--- config.mk ---
export PLATFORM = sky130hd
export DESIGN_NAME = acc_fetch_flat
export DESIGN_NICKNAME = d
export VERILOG_FILES = /design/src/rtl/acc_fetch_if.sv /design/src/rtl/acc_fetch.sv /design/src/flat_wrapper.sv
export SDC_FILE = /design/constraint.sdc
export NUM_CORES = 1
export LEC_CHECK = 0
export ABC_AREA = 0
export BUFFER_PORTS_ARGS = -buffer_cell sky130_fd_sc_hd__buf_2
export CAP_MARGIN = 15
export CELL_PAD_IN_SITES_DETAIL_PLACEMENT = 0
export CELL_PAD_IN_SITES_GLOBAL_PLACEMENT = 2
export CORE_MARGIN = 2
export CORE_UTILIZATION = 24
export CTS_CLUSTER_DIAMETER = 80
export DETAILED_ROUTE_END_ITERATION = 6
export MAX_ROUTING_LAYER = met4
export PLACE_DENSITY = 0.8
export SETUP_SLACK_MARGIN = 0.05
export SLEW_MARGIN = 20
export SYNTH_ARGS = -nofsm -noshare
export SYNTH_HDL_FRONTEND = slang
export SYNTH_SLANG_ARGS = --single-unit
--- constraint.sdc ---
create_clock -name clk -period 2.33 [get_ports clk]
set_clock_uncertainty 0.15 [all_clocks]
set_input_delay 0.466 -clock clk [delete_from_list [all_inputs] [get_ports clk]]
set_output_delay 0.466 -clock clk [all_outputs]
set_load 0.01 [all_outputs]
--- src/rtl/acc_fetch_if.sv ---
// ---------------------------------------------------------------------------
// acc_fetch_if
// Program-ROM read bus between the ACC fetch stage and the program ROM.
//   rom_addr : word address presented by the fetch stage (its Z register)
//   rom_cs   : chip select / read strobe, one cycle per read
//   rom_data : read data, valid ROM_LAT cycles after the strobe was sampled
// Modports:
//   master : fetch stage side (drives address and strobe)
//   slave  : ROM side (returns data)
// ---------------------------------------------------------------------------
interface acc_fetch_if #(
    parameter int AW = 12,
    parameter int DW = 16
);
    logic [AW-1:0] rom_addr;
    logic          rom_cs;
    logic [DW-1:0] rom_data;

    modport master (
        output rom_addr,
        output rom_cs,
        input  rom_data
    );

    modport slave (
        input  rom_addr,
        input  rom_cs,
        output rom_data
    );
endinterface

--- src/rtl/acc_fetch.sv ---
// ---------------------------------------------------------------------------
// acc_fetch
// Instruction fetch/decode stage of the ACC CPU core. A rising edge on the
// debounced step level reads the program word at Z from the ROM, latches it
// into the instruction register, checks its parity, advances Z and drives
// the LED byte.
//
// Ports:
//   clk        : system clock, all logic on posedge
//   rst        : synchronous, active-low reset
//   step       : debounced step level; a fetch starts on its rising edge
//   pc_load    : load Z from pc_din (only honoured while idle)
//   pc_din     : new Z value
//   bus        : ROM read bus (master side: rom_addr, rom_cs / rom_data)
//   ir         : instruction register
//   opcode     : ir[14:12]
//   operand    : ir[11:0]
//   ir_valid   : one-cycle pulse when ir has just been updated
//   parity_err : odd-parity check result for the current ir
//   busy       : fetch in progress
//   pc         : current Z
//   disp_sel   : LED byte select (1 = low byte)
//   leds       : selected byte of ir
// ---------------------------------------------------------------------------
module acc_fetch #(
    parameter int            AW        = 12,
    parameter int            DW        = 16,
    parameter logic [AW-1:0] BOOT_ADDR = 12'h800,
    parameter int            ROM_LAT   = 1,     // legal range 1..3
    parameter bit            PAR_EN    = 1'b1
) (
    input  logic                clk,
    input  logic                rst,
    input  logic                step,
    input  logic                pc_load,
    input  logic [AW-1:0]       pc_din,
    acc_fetch_if.master         bus,
    output logic [DW-1:0]       ir,
    output logic [2:0]          opcode,
    output logic [AW-1:0]       operand,
    output logic                ir_valid,
    output logic                parity_err,
    output logic                busy,
    output logic [AW-1:0]       pc,
    input  logic                disp_sel,
    output logic [7:0]          leds
);

    typedef enum logic [1:0] {
        S_IDLE = 2'd0,
        S_READ = 2'd1,
        S_WAIT = 2'd2
    } state_t;

    // Two bits cover the whole legal latency range (ROM_LAT-1 <= 2).
    localparam logic [1:0] LAT_M1 = 2'(ROM_LAT - 1);

    state_t        state_q, state_d;
    logic [AW-1:0] z_q, z_d;
    logic [DW-1:0] ir_q, ir_d;
    logic          ir_valid_q, ir_valid_d;
    logic          parity_err_q, parity_err_d;
    logic [1:0]    cnt_q, cnt_d;
    logic          step_q, step_d;
    logic          step_edge;

    // step_q resets to 1 so a button already held when reset releases does
    // not look like a fresh press.
    assign step_edge = step & ~step_q;

    always_comb begin
        state_d      = state_q;
        z_d          = z_q;
        ir_d         = ir_q;
        ir_valid_d   = 1'b0;
        parity_err_d = parity_err_q;
        cnt_d        = cnt_q;
        step_d       = step;

        case (state_q)
            S_IDLE: begin
                // pc_load wins over a simultaneous press; the press is lost.
                if (pc_load) begin
                    z_d = pc_din;
                end else if (step_edge) begin
                    state_d = S_READ;
                end
            end
            S_READ: begin
                cnt_d   = LAT_M1;
                state_d = S_WAIT;
            end
            S_WAIT: begin
                if (cnt_q != 2'd0) begin
                    cnt_d = cnt_q - 2'd1;
                end else begin
                    ir_d         = bus.rom_data;
                    // Odd parity expected: an even popcount is an error.
                    parity_err_d = PAR_EN & ~(^bus.rom_data);
                    z_d          = z_q + 1'b1;
                    ir_valid_d   = 1'b1;
                    state_d      = S_IDLE;
                end
            end
            default: begin
                state_d = S_IDLE;
            end
        endcase
    end

    always_ff @(posedge clk) begin
        if (!rst) begin
            state_q      <= S_IDLE;
            z_q          <= BOOT_ADDR;
            ir_q         <= '0;
            ir_valid_q   <= 1'b0;
            parity_err_q <= 1'b0;
            cnt_q        <= 2'd0;
            step_q       <= 1'b1;
        end else begin
            state_q      <= state_d;
            z_q          <= z_d;
            ir_q         <= ir_d;
            ir_valid_q   <= ir_valid_d;
            parity_err_q <= parity_err_d;
            cnt_q        <= cnt_d;
            step_q       <= step_d;
        end
    end

    // The strobe is a decode of the one-cycle READ state.
    assign bus.rom_cs   = (state_q == S_READ);
    assign bus.rom_addr = z_q;

    assign ir         = ir_q;
    assign opcode     = ir_q[14:12];
    assign operand    = ir_q[AW-1:0];
    assign ir_valid   = ir_valid_q;
    assign parity_err = parity_err_q;
    assign busy       = (state_q != S_IDLE);
    assign pc         = z_q;
    assign leds       = disp_sel ? ir_q[7:0] : ir_q[15:8];

endmodule

--- src/flat_wrapper.sv ---
// flat-port wrapper written by rule: the top's interface ports become plain ports
module acc_fetch_flat 
#(
    parameter int            AW        = 12,
    parameter int            DW        = 16,
    parameter logic [AW-1:0] BOOT_ADDR = 12'h800,
    parameter int            ROM_LAT   = 1,                        
    parameter bit            PAR_EN    = 1'b1
)
  (clk, rst, step, pc_load, pc_din, ir, opcode, operand, ir_valid, parity_err, busy, pc, disp_sel, leds, bus_rom_addr, bus_rom_cs, bus_rom_data);
  acc_fetch_if #(.AW(AW), .DW(DW)) bus_i ();
  input  logic clk;
  input  logic rst;
  input  logic step;
  input  logic pc_load;
  input  logic [AW-1:0] pc_din;
  output logic [DW-1:0] ir;
  output logic [2:0] opcode;
  output logic [AW-1:0] operand;
  output logic ir_valid;
  output logic parity_err;
  output logic busy;
  output logic [AW-1:0] pc;
  input  logic disp_sel;
  output logic [7:0] leds;
  output wire logic [$bits(bus_i.rom_addr)-1:0] bus_rom_addr;
  output wire logic [$bits(bus_i.rom_cs)-1:0] bus_rom_cs;
  input wire logic [$bits(bus_i.rom_data)-1:0] bus_rom_data;
  assign bus_rom_addr = bus_i.rom_addr;
  assign bus_rom_cs = bus_i.rom_cs;
  assign bus_i.rom_data = bus_rom_data;
  acc_fetch #(.AW(AW), .DW(DW), .BOOT_ADDR(BOOT_ADDR), .ROM_LAT(ROM_LAT), .PAR_EN(PAR_EN)) u_core (.clk(clk), .rst(rst), .step(step), .pc_load(pc_load), .pc_din(pc_din), .bus(bus_i), .ir(ir), .opcode(opcode), .operand(operand), .ir_valid(ir_valid), .parity_err(parity_err), .busy(busy), .pc(pc), .disp_sel(disp_sel), .leds(leds));
endmodule
==> flow_summary.ini, run 1 <==
[global_route]
antenna_found_initial = 0
grt-ovfl-total = 0
grt_max_degree = 18
grtUsageTotal_pct = 12.6
grt_pass1_wl_um = 8640
grt.busiest_layer = met2
grtUsageMet2_pct = 19.1
met1_usage_pct = 16.3
gr-usage-met3_pct = 2.40
grt_pass1_vias = 1699

[sta]
holdWs_ns = 0.243
period_share_pct = 81.3
rsz0062_at_grt = false
timing.fmax_ghz = 0.528
min_period_ns = 1.89
final.setup.tns_ns = 0
drv_slew = 0
setup_violations = 0
hold_violations = 0
max_slew_margin_pct = 66.9
worstMarginPinSlew_ns = 0.492

[setup_path]
required_ns = 2.36
worstSetupPathType = reg2reg
slowest_stage = or2_1
worstSetupStartpointType = flop
worstPathCellList = inv_1 > ha_1 > mux2i_2 > or2_1 > a21oi_1 > o22ai_1 > nand2_1
critPathCaptureType = flop
worstPathMaxFanout = 10
cp_data_arrival_time_ns = 1.92
cp_slowest_stage_delay_ns = 0.38

[drt]
post_drt_wl_per_cell_um = 13.2
routed_wl_um = 5730
final_antenna_net_count = 0
drc = 0
vias_per_cell = 4.47
num_vias = 1941
dr.pass1.iters = 4
drtIter0Drc = 84

[yosys]
synth_commonest_cells = 44 x nand2_1, 35 x dfxtp_1, 32 x buf_4
netlist_area_um2 = 2050
syn-num-nets = 293
ys_seq_area_share_pct = 34.2
synth_edf_count = 0
synth_top_area_share_pct = 34.2
ys_ff_latch = 35
synth.avg_cell_area_um2 = 7.94
yosysMostFrequentCell = nand2_1
yosysUniqueCellTypes = 45
syn_inst = 258
synth_area_leaders = dfxtp_1 34%, buf_4 12%, nand2_1 8.1%, a21oi_1 6.6%, xnor2_1 5.6%
ys.flop_type = dfxtp_1
synth_top_area_cell = dfxtp_1
async_flop_share_pct = 0
yosys_warnings = 0

[power]
p_clk_share_pct = 33.2
p_seq_share_pct = 49.8
power_density_nw_per_um2 = 516
p_switching_uw = 360
cell_internal_pwr_uw = 934
p_leak_uw = 0.00115
combPwrFrac_pct = 17.1
p_sw_share_pct = 27.9
ir_drop_uv = 166

[placement]
hpwl_um = 4320
dpl-instance-area_um2 = 2430
port_buffers = 99
dp.cells = 426
place.gp.congestion = 0.778

[worst_hold_path]
min_path_type = reg2reg

[outcome]
outcome = finished clean

[cts]
clk_latency_ns = 0.29
clock_sinks = 35
cts_resized = 0
cts_setup_buffers = 0
clock_path_buffers = 2
clkTransAtPathRegs_ns = 0.07
cts_root_buf = clkbuf_8
h-tree-depth = 2
cts_inserted_buffers = 5
cts_hold_buf = 0
cts_tree = done

[floorplan]
die_w_um = 96.4
io_pins = 100
rows = 33
die_h_um = 96.4
core_um2 = 8260
dieArea_um2 = 9290
start_util_pct = 24.8

[layout]
area_delta_synth_final_pct = 22.5
design_area_um2 = 2510
nNetsFinal = 363
final_cells = 434
diodes = 0
drive_above_1_share_pct = 38.6

[flow_run]
drv_cap = 0
-- logic make-up after synthesis --
kind of cell             Yosys count  share of synthesized area (%)
buffers and inverters             45                           14.7
flip-flops                        35                           34.2
AND/OR/NAND/NOR                   94                           21.7
AO/OA/AOI/OAI                     57                           16.2
multiplexers                      10                           5.56
adder cells (fa/ha/maj)            2                           1.22
XOR/XNOR                          15                           6.41
-- placed cells by master, fill, tap and decap left out, types with 3 or more instances in the layout --
cell type / instances
nor2_1: 16
a21oi_1: 27
o21ai_1: 3
nand4_1: 3
xnor2_1: 13
buf_2: 99
buf_4: 5
clkbuf_8: 5
nand3_1: 6
nand2_1: 44
mux2_2: 8
nor3_1: 3
a21oi_2: 3
inv_1: 4
o21ai_0: 10
nand2b_1: 3
dfxtp_1: 35
-- metrics by stage --
step | worst slack [ns] | utilization, % | power, µW
4_1_cts | 0.431 | 30.4 | 1320
3_3_place_gp | 0.483 | 29.4 | 880
3_5_place_dp | 0.440 | 29.4 | 881
6_report | 0.437 | 30.4 | 1290
2_1_floorplan | 0.587 | - | 810
5_1_grt | 0.251 | 30.4 | 1370
-- registers in the layout, summed over array words and instances, names as in the netlist --
| name | cells |
|---|---|
| u_core.parity_err | 1 |
| u_core.state_q | 2 |
| u_core.ir | 16 |
| u_core.cnt_q | 2 |
| u_core.step_q | 1 |
| u_core.ir_valid | 1 |
| u_core.bus.rom_addr | 12 |
-- critical path, delay by kind of cell, from the launching register on --
kind	cells	cell delay, ns
simple gates	2	0.44
flops	1	0.37
fa+ha+maj	1	0.28
mux	1	0.25
compound gates	2	0.24
buf+inv	1	0.06
-- layer usage --
layer  vias up  wire, µm  share of wire [%]
met2        70      2690                 47
met5         -         0                  0
met3         7       313                5.5
met1       872      2620                 46
li1        992         -                  -
met4         0       100                1.7
-- worst paths after layout --
| kind | start | to | slack, ns | depth (start not counted) |
|---|---|---|---|---|
| worst max register to register | u_core.cnt_q[0] | u_core.bus.rom_addr[11] | 0.44 | 7 |
| worst max-delay path | u_core.cnt_q[0] | u_core.bus.rom_addr[11] | 0.44 | 7 |
| worst min register to register | u_core.step_q | u_core.state_q[0] | 0.24 | 1 |
| worst min-delay path | u_core.step_q | u_core.state_q[0] | 0.24 | 1 |
-- final cells by class --
type,instances,area [µm²]
clock buffer,7,76.3
tap,105,131
sequential,35,701
multi-input combinational,178,1050
fill,919,5750
clock inverter,1,5.00
inverter,4,15.0
timing repair buffer,104,533
-- power by group through the flow --
stage               Combinational (µW)  Clock [µW]  Sequential [µW]
global placement                   223           0              658
global route                       244         478              648
detailed placement                 223           0              658
CTS                                224         451              644
finish                             221         429              644
floorplan                          151           0              659
No activity file was read; power rests on OpenSTA's default activity.
==> run 2: changes to the inputs <==
--- a/config.mk
+++ b/config.mk
@@ -11,11 +11,11 @@
 export CELL_PAD_IN_SITES_DETAIL_PLACEMENT = 0
 export CELL_PAD_IN_SITES_GLOBAL_PLACEMENT = 2
 export CORE_MARGIN = 2
-export CORE_UTILIZATION = 24
+export CORE_UTILIZATION = 22
 export CTS_CLUSTER_DIAMETER = 80
 export DETAILED_ROUTE_END_ITERATION = 6
 export MAX_ROUTING_LAYER = met4
-export PLACE_DENSITY = 0.8
+export PLACE_DENSITY = 0.78
 export SETUP_SLACK_MARGIN = 0.05
 export SLEW_MARGIN = 20
 export SYNTH_ARGS = -nofsm -noshare
==> constraint.sdc (replaced) <==
create_clock -name clk -period 1.6 [get_ports clk]
set_clock_uncertainty 0.15 [all_clocks]
set_input_delay 0.32 -clock clk [delete_from_list [all_inputs] [get_ports clk]]
set_output_delay 0.32 -clock clk [all_outputs]
set_load 0.01 [all_outputs]
==> run 2 against run 1 <==
  * Register-to-register slack got worse by 0.37 ns
  * First-iteration DRC count decreased by 12%
  * Sequential power up 44%
  * Critical path type is now reg2out
  * Die area increased by 8.7%
==> flow_summary.ini, run 2 (synthesis gave the netlist of run 1 again) <==
[global_route]
grt_pass1_wl_um = 9350
grt_max_degree = 18
grt-ovfl-total = 0
antenna_found_initial = 0
grt_pass1_vias = 1919
grtUsageTotal_pct = 12.0

[drt]
num_vias = 2147
routed_wl_um = 6610
vias_per_cell = 4.44
final_antenna_net_count = 0
post_drt_wl_per_cell_um = 13.7
drc = 0
drtIter0Drc = 74
dr.pass1.iters = 4

[sta]
timing.fmax_ghz = 0.634
rsz0062_at_grt = true
min_period_ns = 1.58
drv_slew = 0
max_slew_margin_pct = 82.0
period_share_pct = 98.6
hold_violations = 0
setup_violations = 0
worstMarginPinSlew_ns = 0.270

[setup_path]
worstPathMaxFanout = 4
worstPathCellList = buf_6 > or2_4 > buf_6
critPathCaptureType = output pin
required_ns = 1.13
path_common_cell = buf_6
slowest_stage = dfxtp_4
cp_slowest_stage_delay_ns = 0.36
cp_data_arrival_time_ns = 1.11
worstSetupStartpointType = flop
worstSetupPathType = reg2out

[placement]
port_buffers = 99
hpwl_um = 4670
place.gp.congestion = 0.823
dpl-instance-area_um2 = 2690

[layout]
drive_above_1_share_pct = 57.6
design_area_um2 = 3210
final_cell_mix = 98 x buf_2, 36 x buf_4, 34 x nand2_1
diodes = 0
area_delta_synth_final_pct = 56.8
largest_register_ffs = 16
regArea_um2 = 716
multiInputGateArea_um2 = 1260
final_common_cell = buf_2
nNetsFinal = 407
fillers = 951

[cts]
cts_tree = done
cts_root_buf = clkbuf_8
clock_sinks = 35
cts_inserted_buffers = 5
clkTransAtPathRegs_ns = 0.07
cts_hold_buf = 0
h-tree-depth = 2
clock_path_buffers = 2
clk_latency_ns = 0.28

[floorplan]
start_util_pct = 22.4
core_um2 = 9150
dieArea_um2 = 10100
die_w_um = 101
io_pins = 100
rows = 35
die_h_um = 101

[power]
power_density_nw_per_um2 = 682
combPwrFrac_pct = 19.4
p_switching_uw = 575
p_sw_share_pct = 26.2
cell_internal_pwr_uw = 1620
power_uw = 2190
p_seq_share_pct = 42.3
p_leak_uw = 0.00152
p_clk_share_pct = 38.2
ir_drop_uv = 282

[flow_run]
drv_cap = 0

[outcome]
outcome = finished clean

[worst_hold_path]
min_path_type = in2reg
run 2: area by class of cell:
class                      instances  area share, %
clock buffer                       6           2.57
clock inverter                     2           1.09
inverter                           4          0.467
multi-input combinational        179           39.1
sequential                        35           22.3
tap                              111           4.32
timing repair buffer             147           30.2
run 2: path summary, 6_finish.rpt:
check	endpoint	cells past startpoint	slack [ns]	start
setup / recovery	busy	3	0.02	u_core.state_q[1]
hold / removal	u_core.step_q	2	0.08	step
setup reg to reg	u_core.ir[6]	7	0.07	u_core.state_q[0]
hold reg to reg	u_core.state_q[0]	1	0.23	u_core.step_q
run 2: critical path, delay by kind of cell, from the launching register on:
family | cells | cell delay (ns)
flops | 1 | 0.36
simple gates | 1 | 0.23
buf+inv | 2 | 0.24
run 2: power groups by stage:
| stage | logic [µW] | clock network, µW | registers, µW |
|---|---|---|---|
| global placement | 384 | 0 | 945 |
| CTS | 403 | 868 | 923 |
| detailed placement | 384 | 0 | 945 |
| floorplan | 221 | 0 | 961 |
| global route | 463 | 889 | 932 |
| finish | 426 | 838 | 928 |
run 2: routing by layer:
| layer | track usage, % | vias to the layer above | share of wire (%) |
|---|---|---|---|
| li1 | - | 1082 | - |
| met2 | 19.1 | 41 | 49 |
| met5 | - | - | 0 |
| met3 | 2.08 | 8 | 2.6 |
| met1 | 15.1 | 1016 | 47 |
| met4 | 4.74 | 0 | 1.5 |
run 2: per-stage QoR:
step | instances | utilization (%) | worst slack (ns) | hold slack (ns) | setup TNS (ns)
after floorplan | 258 | - | 0.0854 | 0.222 | 0
after global placement | 459 | 29.4 | -0.0274 | 0.233 | -0.0490
after detailed placement | 459 | 29.4 | -0.0768 | 0.233 | -0.342
after CTS | 475 | 32.0 | 0.00150 | 0.0694 | 0
after global routing | 484 | 35.1 | -0.00926 | 0.0784 | -0.00926
final | 484 | 35.1 | 0.0226 | 0.0791 | 0
run 2: what timing repair did:
item                                    4_1_cts  5_1_grt
buffers inserted                              8        5
resized for setup                            11       52
pin swaps                                     2       19
endpoints found under the setup margin       10       22
gates cloned                                  0        4
